## src/rtl/fpu_resp_buffer.sv

```systemverilog
// In-order landing buffer for FPU results. It issues credits so that every in-flight result has a guaranteed slot, and it discards results that belong to flushed requests.
// Latency: 1 cycle from response to wb_valid_o, with no bypass. Backpressure: wb_ready_i stalls the head entry, and the FPU side is throttled only through credits.
module fpu_resp_buffer #(
    parameter int DEPTH         = 4,
    parameter int TRANS_ID_BITS = 3,
    parameter int FLEN          = 64,
    parameter int CW            = $clog2(DEPTH+1)
) (
    input  logic                     clk_i,
    input  logic                     rst_ni,
    input  logic                     issue_fire_i,
    output logic                     credit_avail_o,
    input  logic                     fpu_valid_i,
    input  logic [TRANS_ID_BITS-1:0] fpu_trans_id_i,
    input  logic [FLEN-1:0]          fpu_result_i,
    input  logic [4:0]               fpu_fflags_i,
    input  logic                     fpu_exc_valid_i,
    input  logic                     flush_i,
    output logic                     wb_valid_o,
    input  logic                     wb_ready_i,
    output logic [TRANS_ID_BITS-1:0] wb_trans_id_o,
    output logic [FLEN-1:0]          wb_result_o,
    output logic [4:0]               wb_fflags_o,
    output logic                     wb_exc_valid_o,
    output logic [CW-1:0]            count_o,
    output logic                     err_o
);
    localparam int PW = $clog2(DEPTH);
    localparam int SW = CW + 2;

    typedef struct packed {
        logic [TRANS_ID_BITS-1:0] trans_id;
        logic [FLEN-1:0]          result;
        logic [4:0]               fflags;
        logic                     exc_valid;
    } entry_t;

    entry_t          mem [DEPTH];
    entry_t          head;
    logic [PW-1:0]   wr_ptr, rd_ptr, wr_ptr_n, rd_ptr_n;
    logic [CW-1:0]   occ, inflight, drop, occ_n, inflight_n, drop_n;
    logic [SW-1:0]   committed;
    logic            err_n;
    logic            issue_ok, resp_known, resp_drop, resp_wr, pop;

    // Credit is derived from registered state only, so the request side never sees a combinational loop.
    assign committed      = SW'(inflight) + SW'(drop) + SW'(occ);
    assign credit_avail_o = (drop == '0) && (committed < SW'(DEPTH));

    assign head           = mem[rd_ptr];
    assign wb_valid_o     = (occ != '0);
    assign wb_trans_id_o  = head.trans_id;
    assign wb_result_o    = head.result;
    assign wb_fflags_o    = head.fflags;
    assign wb_exc_valid_o = head.exc_valid;
    assign count_o        = occ;

    always_comb begin
        issue_ok   = issue_fire_i && credit_avail_o;
        resp_known = (drop != '0) || (inflight != '0);
        resp_drop  = fpu_valid_i && (drop != '0);
        resp_wr    = fpu_valid_i && (drop == '0) && (inflight != '0);
        pop        = wb_valid_o && wb_ready_i;

        occ_n      = occ;
        inflight_n = inflight;
        drop_n     = drop;
        wr_ptr_n   = wr_ptr;
        rd_ptr_n   = rd_ptr;
        err_n      = err_o | (issue_fire_i && !credit_avail_o) | (fpu_valid_i && !resp_known);

        if (flush_i) begin
            // Everything outstanding, including this cycle's issue, becomes a result to discard.
            occ_n      = '0;
            wr_ptr_n   = '0;
            rd_ptr_n   = '0;
            inflight_n = '0;
            drop_n     = drop + inflight + CW'(issue_ok) - CW'(fpu_valid_i && resp_known);
        end else begin
            inflight_n = inflight + CW'(issue_ok) - CW'(resp_wr);
            drop_n     = drop - CW'(resp_drop);
            occ_n      = occ + CW'(resp_wr) - CW'(pop);
            wr_ptr_n   = wr_ptr + PW'(resp_wr);
            rd_ptr_n   = rd_ptr + PW'(pop);
        end
    end

    always_ff @(posedge clk_i or negedge rst_ni) begin
        if (!rst_ni) begin
            occ      <= '0;
            inflight <= '0;
            drop     <= '0;
            wr_ptr   <= '0;
            rd_ptr   <= '0;
            err_o    <= 1'b0;
        end else begin
            occ      <= occ_n;
            inflight <= inflight_n;
            drop     <= drop_n;
            wr_ptr   <= wr_ptr_n;
            rd_ptr   <= rd_ptr_n;
            err_o    <= err_n;
        end
    end

    always_ff @(posedge clk_i or negedge rst_ni) begin
        if (!rst_ni) begin
            for (int i = 0; i < DEPTH; i++) mem[i] <= '0;
        end else if (resp_wr && !flush_i) begin
            mem[wr_ptr] <= '{trans_id:  fpu_trans_id_i,
                             result:    fpu_result_i,
                             fflags:    fpu_fflags_i,
                             exc_valid: fpu_exc_valid_i};
        end
    end
endmodule

```

## config.mk

```make
export PLATFORM = sky130hd
export DESIGN_NAME = fpu_resp_buffer
export DESIGN_NICKNAME = d
export VERILOG_FILES = /design/src/rtl/fpu_resp_buffer.sv
export SDC_FILE = /design/constraint.sdc
export NUM_CORES = 1
export LEC_CHECK = 0
export ABC_AREA = 0
export CAP_MARGIN = 40
export CORE_MARGIN = 2
export CORE_UTILIZATION = 44
export CTS_CLUSTER_DIAMETER = 120
export DETAILED_ROUTE_END_ITERATION = 10
export PLACE_DENSITY_LB_ADDON = 0.08
export SYNTH_ARGS = -nofsm -noshare
export SYNTH_HDL_FRONTEND = slang
export SYNTH_SLANG_ARGS = --single-unit
```

## constraint.sdc

```tcl
create_clock -name clk_i -period 9.3 [get_ports clk_i]
set_input_delay 1.86 -clock clk_i [delete_from_list [all_inputs] [get_ports clk_i]]
set_output_delay 1.86 -clock clk_i [all_outputs]
set_load 0.02 [all_outputs]
```

# Word level (Yosys, flattened, before mapping)
# Cells that the tools add are included.
# Widths: inputs -> output; s select.
dict set report word_totals {
  reg_bits 306
  inputBits 79
  out_inout_bits 79
  elab_cells 72
}
dict set report op_classes {
  n_addsub 12
  n_lt_le_gt_ge 4
  n_mux 11
  n_bitwise 4
  reduce_logical 19
}
# operator count
set op_table {}
lappend op_table {{$bwmux 292} 1}
lappend op_table {{$mux 73} 3}
lappend op_table {{$bmux 73 s2} 1}
lappend op_table {{$demux 73 s2} 1}
lappend op_table {{$sub 3x1->3} 4}
lappend op_table {{$logic_and 1x1->1} 11}
lappend op_table {{$add 3x1->3} 3}
lappend op_table {{$mux 3} 3}
lappend op_table {{$reduce_bool 3->1} 3}
lappend op_table {{$ge 3x3->1 const B} 2}
lappend op_table {{$not 2->3} 2}
lappend op_table {{$add 4x3->5} 1}
lappend op_table {{$lt 5x3->1 const B} 1}
lappend op_table {{$add 2x1->2} 2}
lappend op_table {{$add 3x3->4} 1}
lappend op_table {{$mux 2} 2}
lappend op_table {{$add 3x3->3} 1}
lappend op_table {{$logic_not 1->1} 3}
lappend op_table {{$logic_not 3->1} 1}
lappend op_table {{$lt 3x1->1 const B} 1}
lappend op_table {{$or 1x1->1} 2}
lappend op_table {{$logic_or 1x1->1} 1}

# Depth between registers and ports, before layout
dict set report logic_depth {
  word_depth 8
  depth_mapped 15
  mapped_depth_nobuf 15
}

# Least setup slack after synthesis
# Ideal clock, no wire load.
dict set report synth_timing {
  path_kind {register -> output}
  from {register occ[1], in the netlist count_o[1]}
  to {output port credit_avail_o}
  arrival_time_ns 2.623
  t_required_ns 7.440
  path_slack_ns 4.817
  stages_incl_launch_ff 8
  n_path_buf 0
  cell_sequence {dfrtp_1 > inv_1 > fa_1 > nor2_1 > fa_1 > nand2_1 > o21ai_0 > nor4b_1}
}
dict set report synth_between {
  elab_chain_len 3
}
# item line
set synth_lines {}
lappend synth_lines {{from (decl)} 41} ;# logic [CW-1:0] occ, inflight, drop, occ_n, inflight_n, drop_n;
lappend synth_lines {{from (signal assigned)} 97} ;# occ <= occ_n;
lappend synth_lines {{$add 4x3->5} 47} ;# assign committed = SW'(inflight) + SW'(drop) + SW'(occ);
lappend synth_lines {{$lt 5x3->1} 48} ;# assign credit_avail_o = (drop == '0) && (committed < SW'(DEPTH));
lappend synth_lines {{$logic_and 1x1->1} 48}
lappend synth_lines {{to (decl)} 12} ;# output logic credit_avail_o,
# No other way between the ends.

# Worst setup path in the final report
dict set report layout_timing {
  from {register inflight[1]}
  to {output port credit_avail_o}
}
dict set report layout_between {
  elab_chain_len 4
}
# item line
set layout_lines {}
lappend layout_lines {{from (decl)} 41}
lappend layout_lines {{from (signal assigned)} 98} ;# inflight <= inflight_n;
lappend layout_lines {{$add 3x3->4} 47}
lappend layout_lines {{$add 4x3->5} 47}
lappend layout_lines {{$lt 5x3->1} 48}
lappend layout_lines {{$logic_and 1x1->1} 48}
# No other way between the ends.

==> impl_results.html <==
<table>
<tr><th>Metric</th><th>Value</th></tr>
<tr><th colspan="2">Die</th></tr>
<tr><td>DIE AREA</td><td>33370 sq um</td></tr>
<tr><td>Placeable core region</td><td>31470 sq um</td></tr>
<tr><td>Initial cell density of the core</td><td>44.63%</td></tr>
<tr><td>Die height</td><td>182.7 um</td></tr>
<tr><td>I/O pin total</td><td>158</td></tr>
<tr><td>Horizontal die dimension</td><td>182.7 um</td></tr>
<tr><td>Total number of placement rows</td><td>65</td></tr>
<tr><th colspan="2">Timing</th></tr>
<tr><td>Pin slew with the least headroom to its limit</td><td>854.2 ps</td></tr>
<tr><td>Slew headroom</td><td>43.05%</td></tr>
<tr><td>Highest clock rate</td><td>0.1872 GHz</td></tr>
<tr><td>Period utilization</td><td>57.44%</td></tr>
<tr><td>Max Transition Viols Final</td><td>0</td></tr>
<tr><td>RSZ-0062 raised after global routing</td><td>false</td></tr>
<tr><td>Sum of negative setup slack</td><td>0 ps</td></tr>
<tr><td>Final min period</td><td>5342 ps</td></tr>
<tr><td>Setup violation total in the final timing report</td><td>0</td></tr>
<tr><td>Final Hold Vio Count</td><td>0</td></tr>
<tr><td>Clock Skew</td><td>16.71 ps</td></tr>
<tr><th colspan="2">Finish</th></tr>
<tr><td>Count of nets after finishing</td><td>1067</td></tr>
<tr><td>Layout cells sized above 1</td><td>45.44%</td></tr>
<tr><td>Layout-stage area growth over the synthesis result</td><td>22.51%</td></tr>
<tr><td>Final instance count without filler cells</td><td>1401</td></tr>
<tr><th colspan="2">Routing</th></tr>
<tr><td>DRC viols</td><td>0</td></tr>
<tr><td>Post-detailed-route via-to-cell ratio</td><td>5.335</td></tr>
<tr><td>Routed length per instance</td><td>21.84 um</td></tr>
<tr><td>Iteration-0 DRC count of the detailed router</td><td>365</td></tr>
<tr><td>Remaining number of nets flagged by the antenna check after routing</td><td>0</td></tr>
<tr><td>Total routed wirelength</td><td>30600 um</td></tr>
<tr><td>Vias after detailed routing</td><td>7475</td></tr>
<tr><td>Number of search-and-repair iterations in the first detailed-routing pass</td><td>4</td></tr>
<tr><th colspan="2">Clocking</th></tr>
<tr><td>Number of CTS-inserted buffers</td><td>36</td></tr>
<tr><td>Hold buffer count at CTS</td><td>0</td></tr>
<tr><td>Root Buffer Master</td><td>clkbuf_16</td></tr>
<tr><td>H-tree levels</td><td>2</td></tr>
<tr><td>Number of buffers inserted by post-CTS setup repair</td><td>0</td></tr>
<tr><td>Number of clock sinks seen by CTS</td><td>306</td></tr>
<tr><td>Clock-pin slew reported for the worst setup and hold paths after clock tree synthesis</td><td>60 ps</td></tr>
<tr><td>CTS max path bufs</td><td>3</td></tr>
<tr><td>Clock tree from TritonCTS</td><td>built</td></tr>
<tr><td>Insertion delay to the later sink of the worst-skew pair</td><td>520 ps</td></tr>
<tr><td># resized after CTS</td><td>0</td></tr>
<tr><th colspan="2">Synthesis</th></tr>
<tr><td>Flop and latch count out of synthesis</td><td>306</td></tr>
<tr><td>Leading register cell type out of synthesis</td><td>dfrtp_1</td></tr>
<tr><td>Total number of yosys warnings</td><td>0</td></tr>
<tr><td>Sequential element share of the synthesized area</td><td>54.52%</td></tr>
<tr><td>Ys async rst share</td><td>100.0%</td></tr>
<tr><td>Synthesized instance count</td><td>804</td></tr>
<tr><td>Post-synth net total</td><td>902</td></tr>
<tr><td>Number of synthesized flops with an enable pin</td><td>0</td></tr>
<tr><td>Netlist cell types</td><td>33</td></tr>
<tr><td>Synthesized area</td><td>14050 sq um</td></tr>
<tr><td>Average footprint of a synthesized cell</td><td>17.47 sq um</td></tr>
<tr><th colspan="2">Hold path</th></tr>
<tr><td>Hold WC Path Type</td><td>register to register</td></tr>
<tr><td>Hold path depth</td><td>1</td></tr>
<tr><td>Critical hold path startpoint</td><td>mem[42]</td></tr>
<tr><td>Worst hold path endpoint</td><td>mem[42]</td></tr>
<tr><th colspan="2">GRT</th></tr>
<tr><td>Via count of the first global-routing pass</td><td>8768</td></tr>
<tr><td>GRT overflow</td><td>0</td></tr>
<tr><td>Total routing resource utilization after global routing</td><td>18.89%</td></tr>
<tr><td>First-pass GRT wire length</td><td>48890 um</td></tr>
<tr><td>Largest net degree at the start of global routing</td><td>92</td></tr>
<tr><td>Initial antenna violation count</td><td>2</td></tr>
<tr><th colspan="2">Setup path</th></tr>
<tr><td>Reg2reg setup slack</td><td>5560 ps</td></tr>
<tr><td>Data arrival, critical path</td><td>3480 ps</td></tr>
<tr><td>Length in cells of the worst reg-to-reg path</td><td>13</td></tr>
<tr><td>Endpoint of the worst-slack reg-to-reg timing path</td><td>inflight[2]</td></tr>
<tr><td>Launching point of the worst reg2reg path</td><td>inflight[1]</td></tr>
<tr><td>Kind of end point of the critical path</td><td>output pin</td></tr>
<tr><td>Worst Path Class, Setup</td><td>register to output pin</td></tr>
<tr><td>Critical path required time</td><td>7440 ps</td></tr>
<tr><td>Highest net fanout along the worst path</td><td>5</td></tr>
<tr><td>Worst Setup Start Kind</td><td>register</td></tr>
<tr><th colspan="2">Place</th></tr>
<tr><td>Number of buffers inserted by port buffering</td><td>157</td></tr>
<tr><td>Post-detailed-placement half-perimeter wirelength</td><td>19430 um</td></tr>
<tr><td>Weighted congestion reported at the end of routability-driven placement</td><td>0.7441</td></tr>
<tr><td>Inst Count DP</td><td>1333</td></tr>
<tr><th colspan="2">Pwr</th></tr>
<tr><td>Leakage power of the design</td><td>8.408 nW</td></tr>
<tr><td>PwrDens</td><td>240.5 nW/um^2</td></tr>
<tr><td>Highest ir drop seen on vdd</td><td>0.1762 mV</td></tr>
<tr><th colspan="2">Job</th></tr>
<tr><td>Maxcap violations</td><td>0</td></tr>
<tr><th colspan="2">Run status</th></tr>
<tr><td>Run status</td><td>completed</td></tr>
</table>
## power by group
| part | switching [mW] | total (mW) | internal [mW] |
|---|---|---|---|
| Clock | 0.547 | 1.48 | 0.928 |
| Sequential | 0.0912 | 1.55 | 1.46 |
| Combinational | 0.500 | 1.11 | 0.611 |
| Total | 1.14 | 4.14 | 3.00 |
## critical path, stage by stage, from the launching register on
cell             delay [ps]
dfrtp_1                 460
inv_1                   120
fa_1                    490
nor2_1                  150
fa_1                    440
nor4b_1                 590
clkdlybuf4s50_1         720
## logic make-up after synthesis
kind of cell | Yosys count | share of synthesized area (%)
DFF | 306 | 54.52
muxes | 368 | 37.20
buffers and inverters | 68 | 4.035
AOI/OAI and AO/OA | 5 | 0.2049
and+or+nand+nor | 29 | 1.416
adders and majority gates | 19 | 2.067
xor gates and xnor gates | 9 | 0.5612
## registers in the layout, indices dropped and copies added, names as in the netlist
signal,cells
count_o,3
drop,3
wr_ptr,2
inflight,3
rd_ptr,2
err_o,1
mem,292
## layer usage
layer | track usage [%] | vias up | wire, um
met1 | 24.01 | 3998 | 12840
met4 | 4.129 | 0 | 473
met5 | 0 | - | 0
met3 | 3.951 | 36 | 1355
li1 | - | 3311 | -
met2 | 33.40 | 130 | 15930
## cell usage in the layout (no fill, tap or decap), types with 7 or more instances in the layout
cell type / netlist / final
dfrtp_1: 306 / 304
mux2_2: 222 / 222
clkdlybuf4s50_1: 0 / 156
mux4_2: 73 / 73
mux2_4: 70 / 70
clkbuf_16: 0 / 37
inv_1: 20 / 20
ha_1: 12 / 12
buf_4: 0 / 9
xnor2_1: 8 / 8
fa_1: 7 / 7
clkinv_2: 0 / 7
clkbuf_8: 0 / 7
## worst max-delay path by stage
| stage | slack, ps | startpoint | to |
|---|---|---|---|
| after CTS | 3910 | inflight[1] | credit_avail_o |
| after floorplan | 4820 | count_o[1] | credit_avail_o |
| final | 3960 | inflight[1] | credit_avail_o |
| after global placement | 4100 | flush_i | mem[120] |
| after detailed placement | 4370 | flush_i | mem[189] |
| after global routing | 3650 | inflight[2] | credit_avail_o |
## final cells by class
| cell class | count | area, sq um |
|---|---|---|
| multi-input combinational | 430 | 5829 |
| inverter | 20 | 75.07 |
| tap | 402 | 503.0 |
| clock inverter | 16 | 221.5 |
| timing repair buffer | 175 | 1864 |
| antenna | 2 | 5.005 |
| clock buffer | 50 | 1045 |
| sequential | 306 | 7665 |
| fill | 2467 | 14270 |
## synthesized netlist by cell type (all sizes together) (3+ instances only)
cell      n  area (sq um)
buf      44         476.7
clkbuf    4         15.01
dfrtp   306          7657
fa        7         140.1
ha       12         150.1
inv      20         75.07
mux2    292          3551
mux2i     3         30.03
mux4     73          1644
nor2      6         22.52
nor2b     6         37.54
xnor2     8         70.07
## per-stage QoR
stage | power, mW | instance area, sq um | hold slack, ps | utilization, % | worst slack, ps
after detailed placement | 2.702 | 15940 | 487.2 | 50.63 | 4368
after global routing | 4.343 | 17200 | 511.5 | 54.66 | 3647
after floorplan | 2.255 | 14050 | 473.8 | - | 4817
after global placement | 2.644 | 15720 | 467.7 | 49.93 | 4100
final | 4.138 | 17210 | 498.4 | 54.67 | 3958
after CTS | 4.205 | 17200 | 500.3 | 54.66 | 3914
Note: power is estimated with default switching activity, not from simulation.
